===== src/rtl/cordic_twiddle_ctrl.sv =====
// Twiddle sequencer: issues phase-stepped angles into a fixed-latency CORDIC,
// tracks in-flight work with credits and streams results out through a FIFO.
module cordic_twiddle_ctrl #(
  parameter int WIDTH      = 16,
  parameter int W_ANGLE    = 20,
  parameter int FIFO_DEPTH = 32,
  parameter int CNT_W      = 16
) (
  input  logic               clock,
  input  logic               rst_n,
  input  logic               start,
  input  logic [CNT_W-1:0]   cfg_count,
  input  logic [W_ANGLE-1:0] cfg_phase0,
  input  logic [W_ANGLE-1:0] cfg_step,
  input  logic [WIDTH-1:0]   cfg_amp,
  output logic [WIDTH-1:0]   cordic_x_start,
  output logic [WIDTH-1:0]   cordic_y_start,
  output logic [W_ANGLE-1:0] cordic_angle,
  input  logic [WIDTH-1:0]   cordic_cos,
  input  logic [WIDTH-1:0]   cordic_sin,
  output logic               tw_valid,
  input  logic               tw_ready,
  output logic [WIDTH-1:0]   tw_re,
  output logic [WIDTH-1:0]   tw_im,
  output logic               tw_last,
  output logic               busy,
  output logic               done
);

  localparam int PTR_W = $clog2(FIFO_DEPTH);
  localparam int OCC_W = PTR_W + 1;
  localparam int ENT_W = 2 * WIDTH + 1;

  typedef enum logic [1:0] {IDLE, RUN, DRAIN} state_t;

  state_t             state_q, state_d;
  logic [CNT_W-1:0]   count_q, count_d;
  logic [CNT_W-1:0]   issue_cnt_q, issue_cnt_d;
  logic [W_ANGLE-1:0] step_q, step_d;
  logic [W_ANGLE-1:0] phase_q, phase_d;
  logic [WIDTH-1:0]   amp_q, amp_d;
  logic [W_ANGLE-1:0] angle_q, angle_d;
  logic [WIDTH-1:0]   xs_q, xs_d;
  logic [WIDTH-1:0]   vld_sr_q, vld_sr_d;
  logic [WIDTH-1:0]   last_sr_q, last_sr_d;
  logic [OCC_W-1:0]   inflight_q, inflight_d;
  logic [OCC_W-1:0]   fifo_cnt_q, fifo_cnt_d;
  logic [PTR_W-1:0]   wr_ptr_q, wr_ptr_d;
  logic [PTR_W-1:0]   rd_ptr_q, rd_ptr_d;
  logic               done_q, done_d;

  logic [ENT_W-1:0]   mem [FIFO_DEPTH];
  logic [ENT_W-1:0]   rd_entry;
  logic [OCC_W:0]     occ;
  logic               issue, is_last, push, pop;

  // Credits use registered counts only, so a pop this cycle frees no slot yet.
  assign occ      = {1'b0, fifo_cnt_q} + {1'b0, inflight_q};
  assign issue    = (state_q == RUN) && (occ < (OCC_W + 1)'(FIFO_DEPTH));
  assign is_last  = (issue_cnt_q == count_q - CNT_W'(1));
  assign push     = vld_sr_q[WIDTH-1];
  assign tw_valid = (fifo_cnt_q != '0);
  assign pop      = tw_valid && tw_ready;
  assign rd_entry = mem[rd_ptr_q];

  assign tw_re          = tw_valid ? rd_entry[WIDTH-1:0] : '0;
  assign tw_im          = tw_valid ? rd_entry[2*WIDTH-1:WIDTH] : '0;
  assign tw_last        = tw_valid ? rd_entry[ENT_W-1] : 1'b0;
  assign cordic_angle   = issue ? phase_q : angle_q;
  assign cordic_x_start = issue ? amp_q : xs_q;
  assign cordic_y_start = '0;
  assign busy           = (state_q != IDLE);
  assign done           = done_q;

  always_comb begin
    state_d     = state_q;
    count_d     = count_q;
    issue_cnt_d = issue_cnt_q;
    step_d      = step_q;
    phase_d     = phase_q;
    amp_d       = amp_q;
    angle_d     = cordic_angle;
    xs_d        = cordic_x_start;
    vld_sr_d    = {vld_sr_q[WIDTH-2:0], issue};
    last_sr_d   = {last_sr_q[WIDTH-2:0], issue && is_last};
    inflight_d  = inflight_q;
    fifo_cnt_d  = fifo_cnt_q;
    wr_ptr_d    = wr_ptr_q;
    rd_ptr_d    = rd_ptr_q;
    done_d      = 1'b0;

    unique case (state_q)
      IDLE: begin
        if (start) begin
          count_d     = cfg_count;
          step_d      = cfg_step;
          phase_d     = cfg_phase0;
          amp_d       = cfg_amp;
          issue_cnt_d = '0;
          if (cfg_count == '0) done_d = 1'b1;
          else                 state_d = RUN;
        end
      end
      RUN: begin
        if (issue) begin
          phase_d     = phase_q + step_q;
          issue_cnt_d = issue_cnt_q + CNT_W'(1);
          if (is_last) state_d = DRAIN;
        end
      end
      DRAIN: begin
        if (pop && tw_last) begin
          state_d = IDLE;
          done_d  = 1'b1;
        end
      end
      default: state_d = IDLE;
    endcase

    if (issue && !push)      inflight_d = inflight_q + OCC_W'(1);
    else if (!issue && push) inflight_d = inflight_q - OCC_W'(1);

    if (push && !pop)      fifo_cnt_d = fifo_cnt_q + OCC_W'(1);
    else if (!push && pop) fifo_cnt_d = fifo_cnt_q - OCC_W'(1);

    if (push) wr_ptr_d = (wr_ptr_q == PTR_W'(FIFO_DEPTH - 1)) ? '0 : wr_ptr_q + PTR_W'(1);
    if (pop)  rd_ptr_d = (rd_ptr_q == PTR_W'(FIFO_DEPTH - 1)) ? '0 : rd_ptr_q + PTR_W'(1);
  end

  always_ff @(posedge clock or negedge rst_n) begin
    if (!rst_n) begin
      state_q     <= IDLE;
      count_q     <= '0;
      issue_cnt_q <= '0;
      step_q      <= '0;
      phase_q     <= '0;
      amp_q       <= '0;
      angle_q     <= '0;
      xs_q        <= '0;
      vld_sr_q    <= '0;
      last_sr_q   <= '0;
      inflight_q  <= '0;
      fifo_cnt_q  <= '0;
      wr_ptr_q    <= '0;
      rd_ptr_q    <= '0;
      done_q      <= 1'b0;
    end else begin
      state_q     <= state_d;
      count_q     <= count_d;
      issue_cnt_q <= issue_cnt_d;
      step_q      <= step_d;
      phase_q     <= phase_d;
      amp_q       <= amp_d;
      angle_q     <= angle_d;
      xs_q        <= xs_d;
      vld_sr_q    <= vld_sr_d;
      last_sr_q   <= last_sr_d;
      inflight_q  <= inflight_d;
      fifo_cnt_q  <= fifo_cnt_d;
      wr_ptr_q    <= wr_ptr_d;
      rd_ptr_q    <= rd_ptr_d;
      done_q      <= done_d;
    end
  end

  // Storage needs no reset: every read is masked by tw_valid.
  always_ff @(posedge clock) begin
    if (push) mem[wr_ptr_q] <= {last_sr_q[WIDTH-1], cordic_sin, cordic_cos};
  end

endmodule

===== config.mk =====
export PLATFORM = sky130hd
export DESIGN_NAME = cordic_twiddle_ctrl
export DESIGN_NICKNAME = d
export VERILOG_FILES = /design/src/rtl/cordic_twiddle_ctrl.sv
export SDC_FILE = /design/constraint.sdc
export NUM_CORES = 2
export LEC_CHECK = 0
export ABC_AREA = 1
export CAP_MARGIN = 20
export CELL_PAD_IN_SITES_DETAIL_PLACEMENT = 1
export CELL_PAD_IN_SITES_GLOBAL_PLACEMENT = 1
export CORE_MARGIN = 2
export CORE_UTILIZATION = 53
export CTS_BUF_LIST = sky130_fd_sc_hd__clkbuf_16
export CTS_CLUSTER_DIAMETER = 60
export DETAILED_ROUTE_END_ITERATION = 7
export GPL_TIMING_DRIVEN = 0
export PLACE_DENSITY_LB_ADDON = 0.1
export SYNTH_ARGS = -nofsm -noshare
export SYNTH_HDL_FRONTEND = slang
export SYNTH_SLANG_ARGS = --single-unit

===== constraint.sdc =====
create_clock -name clock -period 8.63 [get_ports clock]
set_clock_uncertainty 0.15 [all_clocks]
set_input_delay 1.2945 -clock clock [delete_from_list [all_inputs] [get_ports clock]]
set_output_delay 1.2945 -clock clock [all_outputs]
set_load 0.05 [all_outputs]

==> key figures <==
Drt
  – Drt initial violations: 4809
  – Top Layer Used: met5
  – Vias per cell: 6.43
  – First-pass detailed-route iteration total: 6
  – M1 WL: 67.7 mm
  – Routed len/inst: 30.9 um
  – DRC: 0
  – Met2 WL post-DR: 91.6 mm
  – Final wirelength: ~190 mm
  – Via Count: between 30000 and 40000
  – Met3 wire length: 18.9 mm
  – Antenna Nets Post-Route: 0

Power
  – Cell-internal power: 13.2 mW
  – Clock share of power: 23.3%
  – Maximum VDD drop: 369 uV
  – Switching share of power: ~45%
  – Register share of total power: between 30% and 40%
  – Net Switching: 10.8 mW
  – Pleak: 21.9 nW
  – PwrDens: 395 mW/mm^2
  – Gate power share: 45.7%
  – Power consumption: around 24 mW

STA
  – Tcrit/Tclk final: 74.8%
  – Min Clock Period, post-route: 6.46 ns
  – Max Slew Vio Count: 0
  – RSZ-0062 raised after global routing: false
  – Slew @ Worst Pin: ~1.1 ns
  – F_max: 155 MHz
  – Setup tns final: 0 ns
  – Final Hold Fails: 0
  – Final Setup Violations: 0
  – Final hold slack: 0.187 ns
  – Worst Setup Slack, final: 2.17 ns
  – Slew margin rel.: approximately a quarter

Logic synthesis
  – Yosys Warn Count: 0
  – Synth Cell Area: 0.0511 sq mm
  – Netlist cell types: 41
  – Post-synthesis sequential area ratio: 70.9%
  – Syn Area/Cell: 11.7 sq um
  – Synth area leaders: edfxtp_1 62%, dfrtp_1 8.9%, nor2_1 5.9%
  – #FFs+latches synth: approximately 1200
  – Synth area leader: edfxtp_1
  – Syn Inst Count: 4361
  – Share of the synthesized area in the top cell type: 62.1%

Floorplan
  – Initial Util: a little over half
  – Die Y: about 310 um
  – IO Count: 196
  – DIE AREA: 0.0989 sq mm
  – Num rows: about 110
  – Core area: roughly 0.095 sq mm
  – Chip Width: around 310 um

Place
  – GP Congestion: 0.917
  – Worst slack, placed: 3.19 ns
  – DP HPWL: approximately 130 mm
  – # port buffers: 179

Clock network
  – Post-cts hold buffer count: 0
  – Clk pin slew, worst setup/hold paths: 0.06 ns
  – CTS tree: built
  – Max clock buf depth: 3
  – Clk root buf: clkbuf_16
  – Clk_lat worst skew: 0.76 ns
  – CTS buffer count: around 130
  – Post-CTS setup buffer count: 0
  – H-Tree Depth: 4
  – Cts repair resizes: 0
  – Sink Count: 1237

GRT
  – Largest net degree at the start of global routing: between 100 and 150
  – Initial antenna violation count: 6
  – GRT Overall Usage: 38.3%
  – GR Overflow Total: 0
  – Vias in the first global route: roughly 42000
  – Global-route wire length before repair: approximately 270 mm

Worst setup path
  – WP data arrival: 5.01 ns
  – CP Data Required Time: 7.19 ns
  – Critical R2R Capture: inflight_q[5]
  – Reg2Reg Depth: 20
  – Internal reg-to-reg setup slack: around 4.8 ns
  – Worst reg2reg path startpoint: inflight_q[2]
  – Kind of critical path: register to primary output
  – Critical Path Source Type: register
  – Crit. End Element: primary output
  – Worst-path fanout max: 10

Worst hold path
  – HP Class: register to register
  – Worst Hold End: last_sr_q[4]
  – Hold path depth: 0
  – Hold path start: last_sr_q[3]

Final layout
  – Final net count: 4918
  – Final Core Density: 63.6%
  – Fraction of layout instances using a drive strength above 1: 8.73%
  – P&R area growth vs syn: 18.6%

Flow run
  – Max-cap violations: 0

Run status
  – Status: completed
## cells by family (layout without fill, tap and decap cells)
kind of cell,count (synthesis),in the layout,share of synthesized area [%]
xor gates and xnor gates,34,34,0.583
adders and majority gates,47,47,1.20
other,1,18,0.00734
buffers and inverters,403,895,3.65
DFF,1237,1237,70.9
and+or+nand+nor,1658,1658,12.9
AOI/OAI and AO/OA,981,981,10.7
## power groups by stage
stage	Clock (mW)	Combinational (mW)	Sequential, mW
floorplan	0	6.29	7.43
global placement	0	9.98	7.53
detailed placement	0	10.5	7.53
CTS	5.58	10.7	7.42
global route	5.79	11.6	7.48
finish	5.59	11.0	7.42
## per-layer routing
metal,up-vias,GRT usage [%]
li1,16400,-
met1,19900,47.4
met2,2577,63.4
met3,603,7.65
met4,4,21.4
met5,-,0
## critical path, cell delays in order, from the launching register on
cell             delay (ns)
dfrtp_1                0.47
inv_1                  0.16
clkbuf_1               0.72
clkbuf_1               0.73
o21ai_0                0.35
o22ai_1                0.34
nand2_1                0.11
nand3_1                0.19
nor2_1                 0.07
nor2_1                 0.26
clkdlybuf4s50_1        0.86
## synthesized netlist by cell type, drive strengths merged
cell	number
nor3b	1
nand3	178
conb	1
and2	2
edfxtp	1056
nor3	14
o221ai	23
clkbuf	143
fa	3
o21ai	656
a21boi	3
buf	130
nor2	803
nor4	4
nand3b	6
xor2	23
a21oi	39
o21bai	1
dfrtp	181
o31ai	1
nand2	607
a31oi	22
ha	44
nand4	25
or2	17
clkinv	1
o22ai	154
o21a	1
inv	129
o211ai	81
xnor2	11
and3	1
## placed cells by master (no fill, tap or decap), types with 10 or more instances in the layout
cell type	netlist	routed
buf_16	0	35
nor3_1	14	14
conb_1	1	16
nor2_4	0	32
clkbuf_1	143	143
xor2_1	23	23
clkdlybuf4s50_1	0	178
nand4_1	25	25
buf_4	30	30
buf_6	18	22
a21oi_1	39	39
ha_1	44	44
buf_1	10	10
o22ai_1	154	154
inv_1	128	165
buf_12	1	25
a31oi_1	22	22
clkinv_1	1	27
o21ai_1	75	75
o21ai_0	581	581
o221ai_1	23	23
xnor2_1	11	11
clkinv_2	0	14
o211ai_1	76	76
nand2_1	607	607
buf_8	0	10
buf_2	71	71
dfrtp_1	181	181
clkbuf_16	0	141
nand3_1	178	178
or2_2	16	16
edfxtp_1	1056	1056
nor2_1	803	771
## through the flow
step	std cells	cell area [sq um]
after floorplan	4376	51100
after global placement	5820	54500
after detailed placement	5887	56300
after CTS	6128	60500
after global routing	6134	60600
final	6135	60600
## cell type report
cell class,count,area [sq um]
Fill cell,9574,34700
Multi-Input combinational cell,2736,13300
Clock inverter,100,663
Tap cell,1265,1580
Clock buffer,141,3530
Sequential cell,1237,36200
Inverter,130,488
Timing Repair Buffer,251,3420
Buffer,273,1380
Antenna cell,2,5.00
## worst max-delay path by stage
stage	from	endpoint	slack, ns	cells after the start
2_1_floorplan	inflight_q[2]	cordic_angle[0]	4.43	10
3_3_place_gp	rst_n	xs_q[10]	-1.79	1
3_5_place_dp	rd_ptr_q[1]	tw_im[14]	3.19	10
4_1_cts	rd_ptr_q[1]	tw_im[14]	2.33	10
5_1_grt	rd_ptr_q[1]	tw_im[14]	2.23	10
6_report	rd_ptr_q[1]	tw_im[14]	2.17	10
## sequential cells by signal, summed over array words and instances (netlist names), 6 cells and up
signal       count
mem           1056
angle_q         20
phase_q         20
step_q          20
amp_q           16
count_q         16
issue_cnt_q     16
last_sr_q       16
vld_sr_q        16
xs_q            16
fifo_cnt_q       6
inflight_q       6
(Power assumes the default switching activity.)
